**src/rtl/mmio_stream_pkg.sv**
```systemverilog
// mmio_stream_pkg: register map, control layout and IRQ bits
// shared by the MMIO stream bridge and its FIFO.
package mmio_stream_pkg;

    localparam int IDX_CTRL     = 0;
    localparam int IDX_STATUS   = 1;
    localparam int IDX_IRQ_EN   = 2;
    localparam int IDX_IRQ_STAT = 3;
    localparam int IDX_DATA_I   = 8;
    localparam int IDX_DATA_O   = 16;

    // mode is held at its widest supported size; the top
    // only stores and exposes the low M_WIDTH bits
    typedef struct packed {
        logic [7:0] mode;
        logic       last;
        logic       en;
    } ctrl_t;

    typedef enum logic [1:0] {
        IRQ_IN_EMPTY  = 2'd0,
        IRQ_OUT_AVAIL = 2'd1,
        IRQ_OVF       = 2'd2,
        IRQ_UDF       = 2'd3
    } irq_bit_e;

    function automatic logic [7:0] sat8(input logic [15:0] n);
        return (n > 16'd255) ? 8'hFF : n[7:0];
    endfunction

endpackage

```
**src/rtl/stream_fifo.sv**
```systemverilog
// stream_fifo: synchronous first-word-fall-through FIFO.
// Head reads 0 while empty; flush clears like reset.
module stream_fifo #(
    parameter int WIDTH = 8,
    parameter int DEPTH = 4
) (
    input  logic                     clk_i,
    input  logic                     rst_i,
    input  logic                     flush_i,
    input  logic                     push_i,
    input  logic                     pop_i,
    input  logic [WIDTH-1:0]         data_i,
    output logic [WIDTH-1:0]         data_o,
    output logic                     full_o,
    output logic                     empty_o,
    output logic [$clog2(DEPTH):0]   count_o
);

    localparam int PW = $clog2(DEPTH);

    logic [WIDTH-1:0] mem [DEPTH];
    logic [PW-1:0]    wptr;
    logic [PW-1:0]    rptr;
    logic [PW:0]      cnt;
    logic             do_push;
    logic             do_pop;

    assign do_pop  = pop_i & ~empty_o;
    assign do_push = push_i & (~full_o | do_pop);
    assign full_o  = (cnt == (PW+1)'(DEPTH));
    assign empty_o = (cnt == '0);
    assign count_o = cnt;
    assign data_o  = empty_o ? '0 : mem[rptr];

    // pointer and occupancy bookkeeping
    always_ff @(posedge clk_i) begin
        if (rst_i || flush_i) begin
            wptr <= '0;
            rptr <= '0;
            cnt  <= '0;
        end else begin
            if (do_push) wptr <= wptr + 1'b1;
            if (do_pop)  rptr <= rptr + 1'b1;
            case ({do_push, do_pop})
                2'b10:   cnt <= cnt + 1'b1;
                2'b01:   cnt <= cnt - 1'b1;
                default: cnt <= cnt;
            endcase
        end
    end

    // storage write; contents are masked by empty_o
    always_ff @(posedge clk_i) begin
        if (do_push) mem[wptr] <= data_i;
    end

endmodule

```
**src/rtl/mmio_stream_bridge.sv**
```systemverilog
// mmio_stream_bridge: MMIO register front-end that packs words
// into wide core beats and unpacks core results into registers.
module mmio_stream_bridge
    import mmio_stream_pkg::*;
#(
    parameter int A_WIDTH  = 8,
    parameter int D_WIDTH  = 32,
    parameter int I_WORDS  = 2,
    parameter int O_WORDS  = 2,
    parameter int IF_DEPTH = 4,
    parameter int OF_DEPTH = 4,
    parameter int M_WIDTH  = 2
) (
    input  logic                       clk_i,
    input  logic                       rst_i,
    input  logic                       wr_en_i,
    input  logic [A_WIDTH-1:0]         wr_addr_i,
    input  logic [D_WIDTH-1:0]         wr_data_i,
    input  logic                       rd_en_i,
    input  logic [A_WIDTH-1:0]         rd_addr_i,
    output logic [D_WIDTH-1:0]         rd_data_o,
    output logic                       irq_o,
    output logic                       core_rst_o,
    output logic [M_WIDTH-1:0]         core_mode_o,
    output logic                       core_last_o,
    output logic [I_WORDS*D_WIDTH-1:0] core_data_o,
    output logic                       core_valid_o,
    input  logic                       core_ready_i,
    input  logic [O_WORDS*D_WIDTH-1:0] res_data_i,
    input  logic                       res_valid_i,
    output logic                       res_ready_o
);

    localparam int IW  = A_WIDTH - 2;
    localparam int IBW = I_WORDS * D_WIDTH;
    localparam int OBW = O_WORDS * D_WIDTH;
    localparam int ICW = $clog2(IF_DEPTH) + 1;
    localparam int OCW = $clog2(OF_DEPTH) + 1;

    localparam logic [IW-1:0] W_CTRL  = IW'(IDX_CTRL);
    localparam logic [IW-1:0] W_STAT  = IW'(IDX_STATUS);
    localparam logic [IW-1:0] W_IEN   = IW'(IDX_IRQ_EN);
    localparam logic [IW-1:0] W_IST   = IW'(IDX_IRQ_STAT);
    localparam logic [IW-1:0] W_DI_LS = IW'(IDX_DATA_I + I_WORDS - 1);
    localparam logic [IW-1:0] W_DO_LS = IW'(IDX_DATA_O + O_WORDS - 1);

    logic [IW-1:0]      wr_idx;
    logic [IW-1:0]      rd_idx;
    ctrl_t              ctrl_q;
    logic [3:0]         irq_en_q;
    logic [3:0]         irq_stat_q;
    logic [3:0]         irq_set;
    logic [3:0]         irq_clr;
    logic [D_WIDTH-1:0] stage_q [I_WORDS];
    logic [IBW-1:0]     in_beat;
    logic [IBW:0]       in_head;
    logic               in_push;
    logic               in_pop;
    logic               in_full;
    logic               in_empty;
    logic [ICW-1:0]     in_cnt;
    logic [OBW-1:0]     out_head;
    logic               out_push;
    logic               out_pop;
    logic               out_full;
    logic               out_empty;
    logic [OCW-1:0]     out_cnt;
    logic               flush;
    logic               rd_last;
    logic [D_WIDTH-1:0] rd_val;
    logic [D_WIDTH-1:0] do_word;
    logic               unused_bits;

    assign wr_idx      = wr_addr_i[A_WIDTH-1:2];
    assign rd_idx      = rd_addr_i[A_WIDTH-1:2];
    assign unused_bits = ^{wr_addr_i[1:0], rd_addr_i[1:0],
                           ctrl_q.mode};

    assign flush    = ~ctrl_q.en;
    assign in_push  = wr_en_i & (wr_idx == W_DI_LS);
    assign in_pop   = core_valid_o & core_ready_i;
    assign out_push = res_valid_i & res_ready_o;
    assign rd_last  = rd_en_i & (rd_idx == W_DO_LS);
    assign out_pop  = rd_last & ~out_empty;

    assign core_valid_o = ~in_empty;
    assign core_last_o  = in_head[IBW];
    assign core_data_o  = in_head[IBW-1:0];
    assign res_ready_o  = ~out_full;
    assign core_rst_o   = rst_i | flush;
    assign core_mode_o  = ctrl_q.mode[M_WIDTH-1:0];
    assign irq_o        = |(irq_stat_q & irq_en_q);

    // beat being pushed: staged words plus the word on the bus
    always_comb begin
        in_beat = '0;
        for (int k = 0; k < I_WORDS; k++) begin
            in_beat[k*D_WIDTH +: D_WIDTH] =
                (k == I_WORDS - 1) ? wr_data_i : stage_q[k];
        end
    end

    // staging words, cleared while the core is disabled
    always_ff @(posedge clk_i) begin
        if (rst_i || flush) begin
            for (int k = 0; k < I_WORDS; k++) stage_q[k] <= '0;
        end else if (wr_en_i) begin
            for (int k = 0; k < I_WORDS; k++) begin
                if (wr_idx == IW'(IDX_DATA_I + k))
                    stage_q[k] <= wr_data_i;
            end
        end
    end

    // interrupt set events and W1C mask; flush raises no edges
    always_comb begin
        irq_set = '0;
        irq_set[IRQ_IN_EMPTY]  = in_pop & ~in_push & ctrl_q.en
                               & (in_cnt == ICW'(1));
        irq_set[IRQ_OUT_AVAIL] = out_push & out_empty & ctrl_q.en;
        irq_set[IRQ_OVF]       = in_push & in_full & ~in_pop;
        irq_set[IRQ_UDF]       = rd_last & out_empty;
        irq_clr = '0;
        if (wr_en_i && wr_idx == W_IST) irq_clr = wr_data_i[3:0];
    end

    // control and interrupt registers; set beats clear
    always_ff @(posedge clk_i) begin
        if (rst_i) begin
            ctrl_q     <= '0;
            irq_en_q   <= '0;
            irq_stat_q <= '0;
        end else begin
            if (wr_en_i && wr_idx == W_CTRL) begin
                ctrl_q.en   <= wr_data_i[0];
                ctrl_q.last <= wr_data_i[1];
                ctrl_q.mode <= 8'(wr_data_i[2 +: M_WIDTH]);
            end
            if (wr_en_i && wr_idx == W_IEN)
                irq_en_q <= wr_data_i[3:0];
            irq_stat_q <= (irq_stat_q & ~irq_clr) | irq_set;
        end
    end

    // selected word of the output head
    always_comb begin
        do_word = '0;
        for (int k = 0; k < O_WORDS; k++) begin
            if (rd_idx == IW'(IDX_DATA_O + k))
                do_word = out_head[k*D_WIDTH +: D_WIDTH];
        end
    end

    // register read mux
    always_comb begin
        rd_val = '0;
        unique case (1'b1)
            (rd_idx == W_CTRL): begin
                rd_val[0]           = ctrl_q.en;
                rd_val[1]           = ctrl_q.last;
                rd_val[2 +: M_WIDTH] = ctrl_q.mode[M_WIDTH-1:0];
            end
            (rd_idx == W_STAT): begin
                rd_val[7:0]  = sat8(16'(in_cnt));
                rd_val[15:8] = sat8(16'(out_cnt));
                rd_val[16]   = in_full;
                rd_val[17]   = out_empty;
            end
            (rd_idx == W_IEN): rd_val[3:0] = irq_en_q;
            (rd_idx == W_IST): rd_val[3:0] = irq_stat_q;
            default:           rd_val = do_word;
        endcase
    end

    // registered read data, held between reads
    always_ff @(posedge clk_i) begin
        if (rst_i)        rd_data_o <= '0;
        else if (rd_en_i) rd_data_o <= rd_val;
    end

    stream_fifo #(
        .WIDTH (IBW + 1),
        .DEPTH (IF_DEPTH)
    ) u_in_fifo (
        .clk_i   (clk_i),
        .rst_i   (rst_i),
        .flush_i (flush),
        .push_i  (in_push),
        .pop_i   (in_pop),
        .data_i  ({ctrl_q.last, in_beat}),
        .data_o  (in_head),
        .full_o  (in_full),
        .empty_o (in_empty),
        .count_o (in_cnt)
    );

    stream_fifo #(
        .WIDTH (OBW),
        .DEPTH (OF_DEPTH)
    ) u_out_fifo (
        .clk_i   (clk_i),
        .rst_i   (rst_i),
        .flush_i (flush),
        .push_i  (out_push),
        .pop_i   (out_pop),
        .data_i  (res_data_i),
        .data_o  (out_head),
        .full_o  (out_full),
        .empty_o (out_empty),
        .count_o (out_cnt)
    );

endmodule

```
**config.mk**
```make
export PLATFORM = sky130hd
export DESIGN_NAME = mmio_stream_bridge
export DESIGN_NICKNAME = d
export VERILOG_FILES = /design/src/rtl/mmio_stream_pkg.sv /design/src/rtl/stream_fifo.sv /design/src/rtl/mmio_stream_bridge.sv
export SDC_FILE = /design/constraint.sdc
export NUM_CORES = 1
export LEC_CHECK = 0
export CORE_UTILIZATION = 48
export CTS_CLUSTER_SIZE = 28
export DETAILED_ROUTE_END_ITERATION = 7
export PLACE_DENSITY_LB_ADDON = 0.08
export SLEW_MARGIN = 15
export SYNTH_ARGS = -nofsm -noshare
export SYNTH_HDL_FRONTEND = slang
export SYNTH_SLANG_ARGS = --single-unit
```
**constraint.sdc**
```tcl
create_clock -name clk_i -period 8.7 [get_ports clk_i]
set_clock_uncertainty 0.1 [all_clocks]
set_input_delay 1.305 -clock clk_i [delete_from_list [all_inputs] [get_ports clk_i]]
set_output_delay 1.305 -clock clk_i [all_outputs]
set_load 0.02 [all_outputs]
```
==> summary.md <==
| Metric | Value |
|---|---|
| Longest Clk Path Bufs | `3` |
| Hold Vio Cnt, Final | `0` |
| Mean Syn Cell Area | `just over 20 µm²` |
| Filler cells | `3555` |
| Worst-path cell chain | `buf_4 > mux4_2 > and2_1 > clkdlybuf4s50_1` |
| Max stage delay on crit path | `between 0.7 and 0.8 ns` |
| Final wirelength | `46900 µm` |
| Synth-to-Final Area Change | `20.2%` |
| Most frequent cells in the layout | `edfxtp_1 (548), clkdlybuf4s50_1 (216), mux4_2 (129), and2_1 (98), clkbuf_16 (61)` |
| Pin count of the biggest net entering global routing | `69` |
| CTS tree | `yes` |
| Fin. max-slew vios | `0` |
| Via count | `between 10000 and 15000` |
| Worst path depth | `4` |
| Drt first pass iters | `4` |
| Die height | `222 µm` |
| Register area | `roughly 0.018 mm²` |
| Routed vias/inst | `about 5.5` |
| Root Buffer | `clkbuf_16` |
| Die area | `0.0494 mm²` |
| Maximum net fanout on the critical path | `42` |
| Initial Utilization | `a little under 50%` |
| Crit Reg-Reg Endpoint | `rd_data_o[17]` |
| CP Data Required Time | `7.30 ns` |
| Ratio of final minimum period to clock period | `55.6%` |
| First-pass GRT wire length | `71900 µm` |
| Worst slew margin | `a little over a fifth` |
| Antenna violations before repair | `7` |
| Share of cells above drive strength 1 | `between 10% and 20%` |
| Overall routing resource usage | `19.4%` |
| Clock H-tree levels | `2` |
| Critical path capture point | `core_data_o[31]` |
| Placed instance count | `approximately 1900` |
| CP startpoint kind | `flip-flop` |
| Warnings, synthesis | `0` |
| Worst Tran Pin Value | `1.17 ns` |
| Post-route ant nets | `0` |
| Fmax | `just over 0.2 GHz` |
| Setup TNS | `0 ns` |
| Io pins | `221` |
| Async SR Flop Fraction | `0%` |
| Element type at the critical path end | `output port` |
| Chip width | `roughly 220 µm` |
| Final #Nets | `1525` |
| Final cell count without fillers | `2057` |
| Vias in the first global route | `12191` |
| Core Box Area | `0.0477 mm²` |
| CP Buf/Inv Count | `2` |
| Worst r2r path cells | `4` |
| Drt first-iter violations | `788` |
| CP top delay family | `buffers and inverters` |
| Peak supply drop | `between 100 and 150 µV` |
| Status | `completed` |
| Post-CTS Hold Buffers | `0` |
| Rows | `80` |
| Post-synthesis cell area | `0.0233 mm²` |
| DPL Wire Length | `25700 µm` |
| Dpl cell area | `0.0261 mm²` |
| Share of the yosys chip area belonging to registers | `76.1%` |
| Synth Flop Type | `edfxtp_1` |
| Unrepaired setup endpoints after global routing | `no` |
| CTS Buf Count | `between 60 and 70` |
| CP arrival | `3.43 ns` |
| Hold Path Class | `flip-flop to flip-flop` |
| Post-synth EDFFs | `548` |
| DR DRC count | `0` |
| Area of the multi-input gates | `0.00526 mm²` |
| Syn Inst Count | `1157` |
| CP max-delay cell | `buf_4` |
| Max Cap Viol | `0` |
| WHS Path Cells | `2` |
| Critical path class | `flip-flop to output port` |
| Netlist cell types | `56` |
| Post-CTS Setup Inserts | `0` |
| Total congestion overflow | `0` |
| GP Congestion | `slightly below 0.8` |
| Crit path time final | `between 4 and 5 ns` |
| Wire per inst | `~23 µm` |
| PwrDens | `209 mW/mm²` |
| Post-Layout Inst Area | `0.0280 mm²` |
| Net Count, Synth | `~1300` |
| Pleak | `8.51 nW` |
| Post-synthesis register bit count | `610` |
| Clk sink count | `610` |
| Cts repair resizes | `0` |
| CTS clk-pin slew, worst paths | `~0.060 ns` |
| Setup slack, reg-to-reg | `5.98 ns` |
| Clock Latency Late Sink | `roughly 0.60 ns` |
| Commonest non-fill, non-tap cell in the layout | `edfxtp_1` |
| Setup Viol. Count Final | `0` |
| Count of buffers from port buffering | `216` |
synthesized netlist by cell type (all sizes together) (4+ instances only):
cell | count | area [µm²]
o21ai | 26 | 130
edfxtp | 548 | 16500
xnor2 | 5 | 43.8
mux4 | 129 | 2910
a22oi | 28 | 210
a31oi | 5 | 31.3
mux2i | 11 | 110
inv | 15 | 56.3
and2 | 102 | 638
clkbuf | 29 | 110
nand3 | 11 | 55.1
ha | 14 | 175
buf | 28 | 183
a211oi | 5 | 37.5
and3 | 4 | 25.0
a21oi | 10 | 50.1
nor3 | 10 | 87.6
nor2 | 34 | 151
dfxtp | 62 | 1240
a221oi | 5 | 43.8
xor2 | 5 | 43.8
nand2 | 35 | 131
through the flow:
step                setup WS [ns]  total power, mW  util (%)  hold slack [ns]
floorplan                    4.60             3.31         -            0.359
global placement             4.03             3.39      54.6            0.337
detailed placement           4.02             3.40      54.6            0.345
CTS                          3.69             5.92      58.6            0.351
global route                 3.56             6.04      58.6            0.373
finish                       3.86             5.85      58.6            0.348
worst min path at each step:
stage / from / to
6_report: rd_data_o[27] / rd_data_o[27]
2_1_floorplan: stage_q[0][0] / u_in_fifo.mem[0][0]
3_5_place_dp: rd_data_o[23] / rd_data_o[23]
3_3_place_gp: rd_data_o[23] / rd_data_o[23]
4_1_cts: rd_data_o[27] / rd_data_o[27]
5_1_grt: rd_data_o[31] / rd_data_o[31]
sequential cells by signal, summed over array words and instances (netlist names), 3 cells and up, named ones only:
register	cells
u_in_fifo.mem	260
u_out_fifo.count_o	3
rd_data_o	32
u_out_fifo.mem	256
u_in_fifo.count_o	3
stage_q	32
irq_en_q	4
irq_stat_q	4
per-layer routing:
layer  track usage [%]  up-vias  wire length, µm
met4              6.41        8             1160
met3              4.45       91             2550
met2              33.2      255            24000
met5                 0        -               53
met1              24.5     5920            19200
li1                  -     5119                -
worst reg2reg max path: cells and delay by family (launching register included):
family	cells	cell delay, ns
buf+inv	1	0.72
mux	1	0.61
flops	1	0.77
compound gates	2	0.39
power by group:
| group | total, mW | internal [mW] | leakage, nW | switching, mW |
|---|---|---|---|---|
| registers | 3.20 | 3.20 | 5.33 | 0.00567 |
| clock network | 2.52 | 1.48 | 0.945 | 1.04 |
| logic | 0.131 | 0.0692 | 2.23 | 0.0617 |
cell families (layout without fill, tap and decap cells):
family                     Yosys count  after routing  share of synthesized area [%]
other                                0              3                              0
AOI/OAI and AO/OA                   92             92                           2.65
and+or+nand+nor                    214            214                           5.45
adders and majority gates           15             15                          0.839
xor gates and xnor gates            10             10                          0.376
DFF                                610            610                           76.1
buffers and inverters               73            355                           1.52
muxes                              143            143                           13.1
cell type report:
cell class | instances | share of cell area, %
Antenna cell | 3 | 0.0268
Multi-Input combinational cell | 474 | 18.8
Tap cell | 615 | 2.75
Timing Repair Buffer | 229 | 8.08
Inverter | 16 | 0.215
Sequential cell | 610 | 63.3
Clock buffer | 79 | 5.81
Clock inverter | 31 | 1.04
Note: power is estimated with default switching activity, not from simulation.
==> RTL edit 1, RTL diff (same flow settings) <==
Set the parameter `D_WIDTH` to 48 (it was 32).
--- a/src/rtl/mmio_stream_bridge.sv
+++ b/src/rtl/mmio_stream_bridge.sv
@@ -4,7 +4,7 @@
     import mmio_stream_pkg::*;
 #(
     parameter int A_WIDTH  = 8,
-    parameter int D_WIDTH  = 32,
+    parameter int D_WIDTH  = 48,
     parameter int I_WORDS  = 2,
     parameter int O_WORDS  = 2,
     parameter int IF_DEPTH = 4,
Interface: changed (resized core_data_o, rd_data_o, res_data_i and wr_data_i); port bits go from 221 to 317. No check against the original RTL was run, so the function may have changed too.
==> RTL edit 1 against the original RTL <==
- register-to-register slack got worse by 0.69 ns
- final cell count rose by 46%
- routed wire length rose by 51%
- via count up 44%
- sequential cell count increased by 288
- worst setup slack got worse by 0.035 ns
- synthesized area increased by 45%
- cell area is 46% higher
- core utilization rose by 0.57 points
- power increased by 49%
- largest cell class unchanged
==> RTL edit 1: results <==
place:
  placed_area_um2: 38000
  dpl.hpwl_um: 39600
  routabilityCongestion: 0.780
  place_inst: 2824
routing:
  vias: 16400
  post_drt_wl_per_cell_um: 23.6
  dr_wl_met3_um: 4850
  m1WireLength_um: 28900
  route.met2.wl_um: 35600
  drtIter0Drc: 1040
sta:
  worst_pin_slew_ns: 1.05
  whs_ns: 0.350
  min_period_ns: 4.87
yosys:
  synth.distinct_cells: 50
  synth_fa_ha_area_share_pct: 0.577
  synth.area.top_cells: "edfxtp_1 (73%), mux4_2 (13%), dfxtp_1 (4.6%)"
  ys_top_cells_by_count: "edfxtp_1 (820), mux4_2 (193), and2_1 (151)"
  yosysSeqAreaShare_pct: 77.4
  synth_compound_area_share_pct: 2.46
  synth_xor_area_share_pct: 0.259
  synthMuxAreaShare_pct: 13.3
global_route:
  use_met2_pct: 33.6
  grt_pass1_vias: 17400
  track_usage_pct: 20.1
  grt_use_met3_pct: 5.19
  grt_first_pass_wirelength_um: 106000
  antenna_found_initial: 13
  grt_max_degree: 101
  use_met1_pct: 25.8
pwr:
  p_leak_nw: 12.5
  irDropWorstVdd_uv: 170
finish:
  num-nets-final: 2167
  finalNonFillerCells: 3002
  reg_top3: "u_in_fifo.mem: 388 flops, u_out_fifo.mem: 384 flops"
  drive_gt1_share_pct: 18.2
critical_path:
  reg2reg_depth: 5
  critPathMaxStageDelay_ns: 0.96
  cp_max_fo: 58
  rr_endpoint: "rd_data_o[10]$_SDFFE_PP0P_"
cts:
  cts_htree_levels: 3
  cts_buffers: 91
min_path:
  min_to: "rd_data_o[35]$_SDFFE_PP0P_"
status:
  status: "complete, no violations"
[RTL edit 1: cell count changes after synthesis, moves of 21 or more]
cell and delta:
edfxtp_1 +272, mux4_2 +64, and2_1 +49, o21ai_0 +35
nand2_1 +21
[RTL edit 1: cell type report]
type / count / area, µm²
Multi-Input combinational cell: 643 / 7250
Timing Repair Buffer: 334 / 3300
Clock buffer: 109 / 2400
Inverter: 18 / 67.6
Fill cell: 5118 / 28300
Clock inverter: 62 / 534
Tap cell: 931 / 1160
Antenna cell: 7 / 17.5
Sequential cell: 898 / 26200
[RTL edit 1: worst min-delay path, stage by stage (launching register included)]
cell	delay, ns
dfxtp_1	0.32
nand2_1	0.04
o21ai_0	0.05
[RTL edit 1: power by group]
part	internal (mW)	total (mW)	leakage [nW]	switching (mW)
logic	0.0972	0.183	3.19	0.0860
clock network	2.21	3.80	1.45	1.59
registers	4.72	4.72	7.85	0.00743
total	7.02	8.71	12.5	1.69
[RTL edit 1: logic make-up (layout without fill, tap and decap cells)]
family                   after synthesis  after routing
AO/OA/AOI/OAI                        126            126
adder cells (fa/ha/maj)               15             15
XOR/XNOR                              10             10
flip-flops                           898            898
multiplexers                         207            207
buffers and inverters                103            523
AND/OR/NAND/NOR                      285            285
other                                  0              7
[RTL edit 1: how the worst max path moves through the flow]
stage	to	depth (start not counted)
2_1_floorplan	u_in_fifo.mem[0][0]$_DFFE_PP_	4
6_report	core_data_o[41]	4
5_1_grt	core_data_o[47]	4
3_3_place_gp	u_in_fifo.mem[1][18]$_DFFE_PP_	6
3_5_place_dp	u_in_fifo.mem[0][24]$_DFFE_PP_	6
4_1_cts	core_data_o[44]	4
==> RTL edit 2, RTL diff (config.mk and constraints unchanged) <==
Made on the original files. Reset style: asynchronous (`rst_i`), changed in 2 clocked blocks. Comments in the files are not updated.
--- a/src/rtl/mmio_stream_bridge.sv
+++ b/src/rtl/mmio_stream_bridge.sv
@@ -125,7 +125,7 @@
     end
 
     // control and interrupt registers; set beats clear
-    always_ff @(posedge clk_i) begin
+    always_ff @(posedge clk_i or posedge rst_i) begin
         if (rst_i) begin
             ctrl_q     <= '0;
             irq_en_q   <= '0;
@@ -173,7 +173,7 @@
     end
 
     // registered read data, held between reads
-    always_ff @(posedge clk_i) begin
+    always_ff @(posedge clk_i or posedge rst_i) begin
         if (rst_i)        rd_data_o <= '0;
         else if (rd_en_i) rd_data_o <= rd_val;
     end
Function: differs if rst_i is asserted again (counterexample within 4 cycles, from zero or initial values and one cycle with rst_i high); with rst_i held inactive, the same outputs for 4 cycles.
==> RTL edit 2 against the original RTL <==
- sequential share of layout area increased by 0.21 points
- final cell count decreased by 0.68%
- worst setup slack lost 0.40 ns
- synthesized cell count down 2.1%
- synthesized area grew 0.45%
- routed wire length hardly changed
- sequential cell count stayed put
- cell area up 0.91%
- register-to-register slack worse by 0.26 ns
- sequential power grew 2%
- power up 3.2%
==> RTL edit 2: results <==
yosys:
  synth.avg_cell_area_um2: 20.6
  synth.area.top_cells: "edfxtp_1 (70%), mux4_2 (12%), dfrtp_1 (4.7%)"
  synth_xor_area_share_pct: 0.337
  synthArstFlopShare_pct: 7.21
  synth_fa_ha_area_share_pct: 0.835
  yosysSeqAreaShare_pct: 76.7
place:
  placed_area_um2: 26200
  place_inst: 1926
  dpl.hpwl_um: 25800
min_path:
  whs_path_depth: 0
  hp-start: "stage_q[0][28]$_SDFFCE_PN0P_"
status:
  status: "complete, no violations"
routing:
  drtIter0Drc: 643
  post_drt_wl_per_cell_um: 23.0
  routed_wl_um: 46900
  vias: 11200
pwr:
  pwr-share-seq_pct: 54.1
  p_comb_mw: 0.171
  switching_power_mw: 1.16
  irDropWorstVdd_uv: 157
  combinationalPowerShare_pct: 2.8
finish:
  num-nets-final: 1507
  drive_gt1_share_pct: 18.9
critical_path:
  cp_max_fo: 45
  critPathMaxStageDelay_ns: 0.77
  reg2reg_depth: 6
  slowest_stage: "clkdlybuf4s50_1"
  r2r_slack_ns: 5.72
global_route:
  grt_pass1_vias: 12200
sta:
  layout_setup_ws_ns: 3.46
==> RTL edit 2: cell types whose count changed in the layout (fill, tap and decap cells not counted), sizes merged, moves of 12 or more <==
cell    unedited run  this run
nor2              34        21
dfrtp              0        44
inv               15        37
dfxtp             62        18
clkbuf            79        91
nand2             35        11
==> RTL edit 2: area by class of cell <==
type	count	area, µm²	share of cell area (%)
Clock inverter	24	241	0.855
Multi-Input combinational cell	434	5100	18.1
Inverter	36	135	0.479
Sequential cell	610	17900	63.5
Clock buffer	91	1780	6.31
Timing Repair Buffer	231	2270	8.04
Antenna cell	2	5.00	0.0177
Tap cell	615	769	2.73
==> RTL edit 2: layer usage <==
| layer | GRT usage [%] | wire length [µm] | vias up |
|---|---|---|---|
| met5 | 0 | 70 | - |
| met4 | 5.23 | 812 | 10 |
| met3 | 4.34 | 2210 | 59 |
| met2 | 33.6 | 24300 | 236 |
| met1 | 24.7 | 19500 | 5872 |
| li1 | - | - | 5049 |
